===== src/rtl/font_rom_arbiter_pkg.sv =====
// Shared definitions for the font ROM arbiter: owner encodings, default widths and the tag layout.
package font_rom_arbiter_pkg;

    typedef enum logic {
        OWN_A = 1'b0,
        OWN_B = 1'b1
    } owner_e;

    localparam int DEF_ADDR_W = 11;
    localparam int DEF_DATA_W = 8;
    localparam int WAIT_W     = 4;

    typedef struct packed {
        logic   vld;
        owner_e owner;
    } tag_t;

endpackage


===== src/rtl/font_rom_arbiter_tag_pipe.sv =====
// Ownership pipe for outstanding font ROM reads: DEPTH stages of {vld, owner}, asynchronously cleared.
module font_arb_tag_pipe
    import font_rom_arbiter_pkg::*;
#(
    parameter int DEPTH = 2
) (
    input  logic clk,
    input  logic reset,
    input  logic in_vld,
    input  logic in_owner,
    output logic tap_vld,
    output logic tap_owner,
    output logic out_vld,
    output logic out_owner
);

    tag_t stage_reg [DEPTH];

    always_ff @(posedge clk or posedge reset) begin
        if (reset) begin
            for (int i = 0; i < DEPTH; i++) begin
                stage_reg[i] <= '0;
            end
        end else begin
            stage_reg[0] <= '{vld: in_vld, owner: owner_e'(in_owner)};
            for (int i = 1; i < DEPTH; i++) begin
                stage_reg[i] <= stage_reg[i-1];
            end
        end
    end

    // The tap stage lines up with rom_data; the last stage lines up with the registered outputs.
    assign tap_vld   = stage_reg[DEPTH-2].vld;
    assign tap_owner = stage_reg[DEPTH-2].owner;
    assign out_vld   = stage_reg[DEPTH-1].vld;
    assign out_owner = stage_reg[DEPTH-1].owner;

endmodule


===== src/rtl/font_rom_arbiter.sv =====
// Two-port arbiter sharing one synchronous font ROM; round-robin by default,
// strict A priority with a B starvation guard when FONT_ARB_PRIO_EN is defined.
module font_rom_arbiter
    import font_rom_arbiter_pkg::*;
#(
    parameter int ADDR_W   = DEF_ADDR_W,
    parameter int DATA_W   = DEF_DATA_W,
    parameter int ROM_LAT  = 1,
    parameter int MAX_WAIT = 15
) (
    input  logic              clk,
    input  logic              reset,
    input  logic              req_a,
    input  logic [ADDR_W-1:0] addr_a,
    output logic              gnt_a,
    output logic              valid_a,
    output logic [DATA_W-1:0] rdata_a,
    input  logic              req_b,
    input  logic [ADDR_W-1:0] addr_b,
    output logic              gnt_b,
    output logic              valid_b,
    output logic [DATA_W-1:0] rdata_b,
    output logic [ADDR_W-1:0] rom_addr,
    input  logic [DATA_W-1:0] rom_data
);

    localparam int DEPTH = ROM_LAT + 1;

    generate
        if (ROM_LAT < 1 || MAX_WAIT < 1 || MAX_WAIT > (1 << WAIT_W) - 1) begin : g_bad_params
            $error("font_rom_arbiter: ROM_LAT must be >= 1 and MAX_WAIT must fit the wait counter");
        end
    endgenerate

    logic   sel_a;
    logic   sel_b;
    owner_e grant_owner;
    logic   tap_vld;
    logic   tap_owner;
    logic   out_vld;
    logic   out_owner;
    logic [DATA_W-1:0] rdata_a_reg;
    logic [DATA_W-1:0] rdata_b_reg;

`ifdef FONT_ARB_PRIO_EN
    logic [WAIT_W-1:0] wait_reg;
    logic [WAIT_W-1:0] wait_next;
    logic              starved;

    assign starved = (wait_reg == WAIT_W'(MAX_WAIT));

    always_comb begin
        sel_a = 1'b0;
        sel_b = 1'b0;
        if (!reset) begin
            if (req_b && starved) begin
                sel_b = 1'b1;
            end else if (req_a) begin
                sel_a = 1'b1;
            end else if (req_b) begin
                sel_b = 1'b1;
            end
        end
    end

    // Counts only cycles where B is actually left waiting; saturates rather than wrapping.
    always_comb begin
        wait_next = wait_reg;
        if (!req_b || sel_b) begin
            wait_next = '0;
        end else if (wait_reg != '1) begin
            wait_next = wait_reg + 1'b1;
        end
    end

    always_ff @(posedge clk or posedge reset) begin
        if (reset) begin
            wait_reg <= '0;
        end else begin
            wait_reg <= wait_next;
        end
    end
`else
    owner_e last_reg;
    owner_e last_next;

    always_comb begin
        sel_a = 1'b0;
        sel_b = 1'b0;
        if (!reset) begin
            if (req_a && req_b) begin
                if (last_reg == OWN_B) begin
                    sel_a = 1'b1;
                end else begin
                    sel_b = 1'b1;
                end
            end else begin
                sel_a = req_a;
                sel_b = req_b;
            end
        end
    end

    always_comb begin
        last_next = last_reg;
        if (sel_a) begin
            last_next = OWN_A;
        end else if (sel_b) begin
            last_next = OWN_B;
        end
    end

    // Reset value OWN_B makes the first contended grant go to A.
    always_ff @(posedge clk or posedge reset) begin
        if (reset) begin
            last_reg <= OWN_B;
        end else begin
            last_reg <= last_next;
        end
    end
`endif

    assign gnt_a       = sel_a;
    assign gnt_b       = sel_b;
    assign grant_owner = sel_b ? OWN_B : OWN_A;

    always_comb begin
        rom_addr = '0;
        if (sel_a) begin
            rom_addr = addr_a;
        end else if (sel_b) begin
            rom_addr = addr_b;
        end
    end

    font_arb_tag_pipe #(
        .DEPTH(DEPTH)
    ) u_tag_pipe (
        .clk       (clk),
        .reset     (reset),
        .in_vld    (sel_a | sel_b),
        .in_owner  (grant_owner),
        .tap_vld   (tap_vld),
        .tap_owner (tap_owner),
        .out_vld   (out_vld),
        .out_owner (out_owner)
    );

    always_ff @(posedge clk or posedge reset) begin
        if (reset) begin
            rdata_a_reg <= '0;
            rdata_b_reg <= '0;
        end else if (tap_vld) begin
            if (tap_owner == OWN_A) begin
                rdata_a_reg <= rom_data;
            end else begin
                rdata_b_reg <= rom_data;
            end
        end
    end

    assign rdata_a = rdata_a_reg;
    assign rdata_b = rdata_b_reg;
    assign valid_a = out_vld && (out_owner == OWN_A);
    assign valid_b = out_vld && (out_owner == OWN_B);

endmodule


===== config.mk =====
export PLATFORM = sky130hd
export DESIGN_NAME = font_rom_arbiter
export DESIGN_NICKNAME = d
export VERILOG_FILES = /design/src/rtl/font_rom_arbiter_pkg.sv /design/src/rtl/font_rom_arbiter_tag_pipe.sv /design/src/rtl/font_rom_arbiter.sv
export SDC_FILE = /design/constraint.sdc
export NUM_CORES = 1
export LEC_CHECK = 0
export ABC_AREA = 1
export BUFFER_PORTS_ARGS = -buffer_cell sky130_fd_sc_hd__buf_2
export CAP_MARGIN = 10
export CELL_PAD_IN_SITES_DETAIL_PLACEMENT = 0
export CELL_PAD_IN_SITES_GLOBAL_PLACEMENT = 1
export CORE_ASPECT_RATIO = 1.75
export CORE_MARGIN = 2
export CORE_UTILIZATION = 28
export CTS_CLUSTER_DIAMETER = 40
export DETAILED_ROUTE_END_ITERATION = 16
export PLACE_DENSITY = 0.86
export REMOVE_ABC_BUFFERS = 1
export SLEW_MARGIN = 10
export SYNTH_ARGS = -nofsm -noshare
export SYNTH_HDL_FRONTEND = slang
export SYNTH_SLANG_ARGS = --single-unit
export TNS_END_PERCENT = 50

===== constraint.sdc =====
create_clock -name clk -period 1.35 [get_ports clk]
set_input_delay 0.135 -clock clk [delete_from_list [all_inputs] [get_ports clk]]
set_output_delay 0.135 -clock clk [all_outputs]
set_load 0.05 [all_outputs]

[Yosys cells after proc, flatten, opt, wreduce, memory -nomap -nowiden]
Index checks and enable logic that the tools add are counted.
Cells by class
  mux-type cells: 11
  reduce and logical (&&, ||, !) cells: 6
  bitwise operators: 3
Operator list (number)
  two-way mux 11 bit: 2
  two-way mux 1 bit: 9
  AND reduction 2 bit: 2
  logical AND 1 bit: 3
  NOT 1 bit: 2
  nonzero test 2 bit: 1
  bitwise OR 1 bit: 1
Word-level totals
  output and inout bits: 31
  register bits: 21
  word-level logic and storage cells: 27
  bits of input ports: 34

[Longest topological paths before layout]
Gate-level depths: netlist of run 1.
  depth after elaboration: 5
  depth in mapped cells: 5

[Hierarchy]
Synthesis of run 1 repeated with hierarchy kept, for this count alone.
Second synthesis, totals
  cell total of the unflattened synthesis: 123
  area total of the unflattened synthesis: 1022.2 um^2
By module, submodules not included
  font_rom_arbiter: seq. area each 426.7 um^2, area an instance 918.4 um^2, cells an instance 118, instances 1
  font_arb_tag_pipe: seq. area each 100.1 um^2, area an instance 103.8 um^2, cells an instance 5, instances 1

[Worst setup path before layout of run 1]
No wires, ideal clock.
  kind: reg-to-reg
  from: reg last_reg
  to: reg u_tag_pipe.stage_reg, in the netlist u_tag_pipe.tap_owner
  period minus slack after synthesis: 1.358 ns
  arrival: 1.143 ns
  cell stages (with the launch flop): 2
  data required time: 1.135 ns
  library setup time: 0.215 ns
  buffers on the path: 0
  setup slack: -0.008 ns
  path through: dfstp_2 a21oi_1
Between the ends
  cells in the longest elaborated chain, start to end: 4
Ends and longest elaborated chain
  start: declaration: line font_rom_arbiter.sv:84  | owner_e last_reg;
  start signal: assignment: line font_rom_arbiter.sv:118  | last_reg <= last_next;
  two-way mux 1 bit: line font_rom_arbiter.sv:92  | if (last_reg == OWN_B) begin
  two-way mux 1 bit: line font_rom_arbiter.sv:91  | if (req_a && req_b) begin
  two-way mux 1 bit: line font_rom_arbiter.sv:90  | if (!reset) begin
  net gnt_b: line font_rom_arbiter.sv:20  | output logic gnt_b,
  two-way mux 1 bit: line font_rom_arbiter.sv:125  | assign grant_owner = sel_b ? OWN_B : OWN_A;
  end signal: indexed assignment: line font_rom_arbiter_tag_pipe.sv:27  | stage_reg[i] <= stage_reg[i-1];
  end: declaration: line font_rom_arbiter_tag_pipe.sv:17  | tag_t stage_reg [DEPTH];
The timed path passes the listed nets, and every way through them passes these cells.
A chain may end at the register's enable or synchronous reset.

[Worst setup path in the final report of run 1]
  from: reg last_reg
  to: out rom_addr[0]
Between the ends
  cells in the longest elaborated chain, start to end: 5
Ends and longest elaborated chain
  two-way mux 1 bit: line font_rom_arbiter.sv:92
  two-way mux 1 bit: line font_rom_arbiter.sv:91
  two-way mux 1 bit: line font_rom_arbiter.sv:90
  two-way mux 11 bit: line font_rom_arbiter.sv:131  | end else if (sel_b) begin
  two-way mux 11 bit (*): line font_rom_arbiter.sv:129  | if (sel_a) begin
  end: declaration: line font_rom_arbiter.sv:23  | output logic [ADDR_W-1:0] rom_addr,
Every way passes the cells marked *; elsewhere a longest branch is shown, timed or not.

==> impl_metrics.env, run 1 <==
export IMPL_stdcell_count=234
export IMPL_power_leakage_nw=0.893
export IMPL_numPortBuffers=64
export IMPL_worst_pin_slew_ns=0.351
export IMPL_drc=0
export IMPL_grt_pass1_wl_mm=4.28
export IMPL_grt_ovfl_total=0
export IMPL_start_util_pct=28.6
export IMPL_cap_violations=0
export IMPL_antenna_left=0
export IMPL_area_growth_pct=58.5
export IMPL_synth_cell_types=16
export IMPL_chipHeight_um=83.8
export IMPL_antenna_found_initial=0
export IMPL_dr_total_vias=1057
export IMPL_die_x_um=49.6
export IMPL_slew_violations=0
export IMPL_p_per_area_nw_per_um2=1350
export IMPL_synthCells=122
export IMPL_routedWlPerCell_um=11.2
export IMPL_cts_buffers=3
export IMPL_die_area_um2=4150
export IMPL_ys_seq_area_share_pct=51.7
export IMPL_drive_gt1_share_pct=51.6
export IMPL_grt_use_total_pct=12.9
export IMPL_start_kind="flop"
export IMPL_ys_ff_latch=21
export IMPL_antenna_diode_count=0
export IMPL_fmax_ghz=0.651
export IMPL_max_stage_delay_ns=0.54
export IMPL_first_pass_iters=4
export IMPL_cts_buffer_depth=2
export IMPL_min_period_ns=1.54
export IMPL_clkLatencyLatePin_ns=0.25
export IMPL_hold_path_class="input pin to async pin"
export IMPL_cts_root_buf="clkbuf_8"
export IMPL_r2r_cells=5
export IMPL_clk_pin_slew_ns=0.07
export IMPL_place_congestion=0.686
export IMPL_routed_via_density=4.52
export IMPL_fin_crit_sh_pct=114
export IMPL_dp_slack_ns=-0.0255
export IMPL_grt_pass1_vias=1016
export IMPL_drt_initial_drc_count=17
export IMPL_syn_area_per_cell_um2=8.35
export IMPL_cp_data_arrival_time_ns=1.40
export IMPL_required_ns=1.22
export IMPL_dp_hpwl_mm=1.93
export IMPL_placed_cells=228
export IMPL_ir_drop_v=0.000518
export IMPL_path_delay_family="flip-flops"
export IMPL_worst_path_max_fanout=6
export IMPL_timing_critical_path_buf_inv=3
export IMPL_worstPathCellList="inv_2 > nand2_4 > buf_12 > nand3_2 > nand2_2 > buf_8"
export IMPL_cts_tree="yes"
export IMPL_grt_start_max_net_pins=22
export IMPL_hold_violations=0
export IMPL_cp_num_cells=6
export IMPL_setup_slack_ns=-0.185
export IMPL_synth_area_um2=1020
export IMPL_finalClockSkew_ns=0.00114
export IMPL_io_pins=65
export IMPL_clock_sinks=21
export IMPL_relSlewSlack_pct=76.6
export IMPL_fp_coreArea_um2=3560
export IMPL_critical_path_class="flop to output pin"
export IMPL_critPathSlowestCell="dfstp_2"
export IMPL_critPathCaptureType="output pin"
export IMPL_wl_mm=2.63
export IMPL_fin_nets=223
export IMPL_synth_warnings=0
export IMPL_std_cell_rows=29
export IMPL_cts_htree_levels=1
export IMPL_status="finished with violations"
export IMPL_setup_viol_count_final=12
export IMPL_violations="setup timing"
export IMPL_rsz0062_at_grt="true"
synth_stat cells (all sizes together):
cell type | number | share of area, %
nand2 | 36 | 14
dfstp | 1 | 2.6
a21oi | 1 | 0.49
nand3 | 11 | 5.4
inv | 16 | 5.9
nor2 | 2 | 1.5
nand4 | 11 | 6.8
buf | 7 | 6.1
dfrtp | 20 | 49
o21ai | 17 | 8.4
cells in the final DEF (no fill, tap or decap):
| cell | Yosys | routed |
|---|---|---|
| nand3_1 | 11 | 4 |
| a21oi_1 | 1 | 1 |
| clkbuf_8 | 0 | 3 |
| buf_16 | 0 | 1 |
| dfrtp_1 | 20 | 20 |
| buf_4 | 1 | 4 |
| buf_2 | 2 | 51 |
| nand4_1 | 11 | 11 |
| nand2_4 | 0 | 2 |
| buf_8 | 0 | 5 |
| o21ai_1 | 16 | 16 |
| inv_2 | 3 | 4 |
| nor2_1 | 1 | 1 |
| nand2_2 | 2 | 9 |
| buf_12 | 0 | 1 |
| inv_1 | 13 | 12 |
| nor2_4 | 1 | 1 |
| buf_6 | 4 | 7 |
| dfstp_2 | 1 | 1 |
| nand2_1 | 34 | 25 |
| clkinv_2 | 0 | 1 |
| nand3_2 | 0 | 7 |
| o21ai_0 | 1 | 1 |
path summary, 6_finish.rpt:
check	start	endpoint	slack (ns)
hold reg to reg	u_tag_pipe.tap_vld	u_tag_pipe.out_vld	0.44
hold / removal	reset	rdata_b[7]	0.14
min in group clk	rom_data[1]	rdata_b[1]	0.14
max in group asynchronous	reset	last_reg	0.94
setup reg to reg	last_reg	last_reg	0.40
setup / recovery	last_reg	rom_addr[0]	-0.19
worst reg2reg max path, stage by stage (launching register included):
cell,delay (ns)
dfstp_2,0.54
inv_2,0.05
nand2_4,0.10
nand2_1,0.09
nand2_1,0.08
inv_1,0.03
kinds of logic (layout without fill, tap and decap cells):
logic type,Yosys count,count (layout),share of synthesized area (%)
compound gates,18,18,8.84
buf+inv,23,89,12.0
flops,21,21,51.7
simple gates,60,60,27.4
through the flow:
step / hold slack (ns) / setup TNS [ns] / instance area, um2 / utilization (%) / total power, W
2_1_floorplan: 0.0469 / -0.756 / 956 / - / 0.00146
3_3_place_gp: 0.375 / -0.0194 / 1370 / 38.5 / 0.00170
3_5_place_dp: 0.376 / -0.0281 / 1370 / 38.5 / 0.00171
4_1_cts: 0.115 / -1.96 / 1550 / 43.5 / 0.00218
5_1_grt: 0.133 / -2.71 / 1610 / 45.4 / 0.00231
6_report: 0.139 / -1.93 / 1610 / 45.4 / 0.00218
cell type report:
type | count | area [um2]
Fill cell | 384 | 1940
Multi-Input combinational cell | 78 | 437
Tap cell | 46 | 57.6
Timing Repair Buffer | 69 | 487
Inverter | 16 | 60.1
Clock buffer | 3 | 41.3
Sequential cell | 21 | 527
Clock inverter | 1 | 5.00
routing by layer:
metal	share of wire (%)	vias to the layer above	routed length (um)	track usage (%)
li1	-	530	-	-
met1	37	470	970	13.3
met2	53	55	1400	24.2
met3	8.8	2	230	2.87
met4	0.91	0	24	5.30
met5	0	-	0	0
power by group:
group	leakage [nW]	switching [W]	internal (W)	total (W)
clock	0.0255	0.000185	0.000205	0.000389
combinational	0.611	0.000712	0.000280	0.000992
sequential	0.256	0.0000581	0.000744	0.000802
total	0.893	0.000954	0.00123	0.00218
what timing repair did:
action / 4_1_cts / 5_1_grt
hold buffers: 0 / 0
gates resized for setup: 31 / 20
buffers inserted: 1 / 0
setup endpoints to repair: 12 / 13
pin swaps: 3 / 5
gates cloned: 1 / 0
No activity file was read; power rests on OpenSTA's default activity.
==> inputs of run 2 (changes only) <==
Clock period 1.35 ns to 1.6 ns, I/O delays scaled along.
==> run 2 against run 1 <==
The run now ends clean. Global-route usage is 0.72 points lower. Via count is 3.4% lower. Non-clock buffer count is 4 lower. Final area is 9.5% lower. Sequential cell count stayed put. Largest power group unchanged.
==> impl_metrics.env, run 2 (synthesis gave the netlist of run 1 again) <==
export IMPL_status="finished, final reports clean"
export IMPL_antenna_diode_count=0
export IMPL_numPortBuffers=64
export IMPL_power_leakage_nw=0.842
export IMPL_cts_buffers=3
export IMPL_antenna_left=0
export IMPL_p_per_area_nw_per_um2=1210
export IMPL_drc=0
export IMPL_drive_gt1_share_pct=41.8
export IMPL_grt_start_max_net_pins=22
export IMPL_r2r_start="last_reg"
export IMPL_path_delay_family="flip-flops"
export IMPL_fp_coreArea_um2=3560
export IMPL_die_area_um2=4150
export IMPL_start_kind="flop"
export IMPL_wl_mm=2.38
export IMPL_postCtsSetupRepairBufs=0
export IMPL_slew_violations=0
export IMPL_final_cell_mix="buf_2 (52), nand2_1 (32), dfrtp_1 (20)"
export IMPL_fin_nets=219
export IMPL_worst_pin_slew_ns=0.295
export IMPL_die_x_um=49.6
export IMPL_critPathSlowestCell="dfstp_2"
export IMPL_dr_total_vias=1021
export IMPL_io_pins=65
export IMPL_clock_sinks=21
export IMPL_min_period_ns=1.52
export IMPL_grt_pass1_wl_mm=4.07
export IMPL_ir_drop_v=0.000526
export IMPL_first_pass_iters=4
export IMPL_total_power_w=0.00177
export IMPL_setup_slack_ns=0.0787
export IMPL_grt_pass1_vias=1000
export IMPL_layout_commonest_cell="buf_2"
export IMPL_worst_path_max_fanout=12
export IMPL_clk_pin_slew_ns=0.07
export IMPL_dp_slack_ns=0.127
export IMPL_startpoint="last_reg"
export IMPL_chipHeight_um=83.8
export IMPL_drt_initial_drc_count=8
export IMPL_start_util_pct=28.6
export IMPL_grt_ovfl_total=0
export IMPL_cts_root_buf="clkbuf_8"
export IMPL_routedWlPerCell_um=10.3
export IMPL_hold_violations=0
export IMPL_cts_tree="yes"
export IMPL_setup_viol_count_final=0
export IMPL_required_ns=1.44
export IMPL_rsz0062_at_grt="true"
export IMPL_finalClockSkew_ns=0.00104
export IMPL_critical_path_class="flop to output pin"
export IMPL_clkLatencyLatePin_ns=0.25
export IMPL_antenna_found_initial=0
export IMPL_max_stage_delay_ns=0.55
export IMPL_critPathCaptureType="output pin"
export IMPL_min_delay_start="req_a"
export IMPL_fin_crit_sh_pct=95.1
export IMPL_dp_hpwl_mm=1.89
export IMPL_worstPathCellList="inv_1 > nand2_4 > nand3_1 > nand2_1 > buf_6"
export IMPL_fmax_ghz=0.657
export IMPL_routed_via_density=4.44
export IMPL_cap_violations=0
export IMPL_cp_data_arrival_time_ns=1.36
export IMPL_relSlewSlack_pct=80.2
export IMPL_hold_path_class="input pin to flop"
export IMPL_cts_htree_levels=1
export IMPL_ctsHoldBuffers=0
export IMPL_cts_buffer_depth=2
export IMPL_timing_critical_path_buf_inv=2
export IMPL_area_growth_pct=43.4
export IMPL_std_cell_rows=29
export IMPL_place_congestion=0.696
export IMPL_grt_use_total_pct=12.2
export IMPL_cts_resized=13
==> run 2: cell count changes in the layout (fill, tap and decap cells not counted), sizes merged <==
cell / delta
clkbuf: +1
clkinv: -1
buf: -4
==> run 2: per-layer routing <==
metal	routed length (um)	share of wire [%]	track usage, %	vias to the layer above
met3	201	8.5	2.51	2
met1	893	38	12.2	439
li1	-	-	-	525
met5	0	0	0	-
met4	24	1.0	5.30	0
met2	1260	53	23.3	55
==> run 2: final timing paths <==
check,cells past startpoint,slack (ns),end
worst max register to register,5,0.60,last_reg
max in group asynchronous,3,1.17,last_reg
worst min register to register,0,0.44,u_tag_pipe.out_owner
worst min-delay path,2,0.15,u_tag_pipe.tap_owner
worst max-delay path,5,0.08,rom_addr[4]
min in group asynchronous,3,0.16,rdata_a[2]
==> run 2: cell type report <==
| class | instances | area, um2 |
|---|---|---|
| Timing Repair Buffer | 65 | 392 |
| Inverter | 16 | 60.1 |
| Multi-Input combinational cell | 78 | 379 |
| Sequential cell | 21 | 527 |
| Fill cell | 388 | 2100 |
| Clock buffer | 4 | 45.0 |
| Tap cell | 46 | 57.6 |
==> run 2: report_power, final <==
| group | internal [W] | switching (W) |
|---|---|---|
| clock network | 0.000176 | 0.000147 |
| logic | 0.000191 | 0.000575 |
| registers | 0.000628 | 0.0000493 |
==> run 2: metrics by stage <==
stage	hold WS, ns	cells	area [um2]	utilization [%]	setup TNS (ns)
after CTS	0.126	230	1420	39.9	0
after global placement	0.397	226	1340	37.7	0
final	0.147	230	1460	41.1	0
after detailed placement	0.398	226	1340	37.7	0
after floorplan	0.0719	115	956	-	-0.117
after global routing	0.156	230	1460	41.1	-0.0397
==> run 2: worst reg2reg max path, cell delays in order (launching register included) <==
cell and delay [ns]:
dfstp_2 0.55, inv_1 0.07, nand2_4 0.13, nand2_1 0.09, nand2_1 0.07, inv_1 0.03
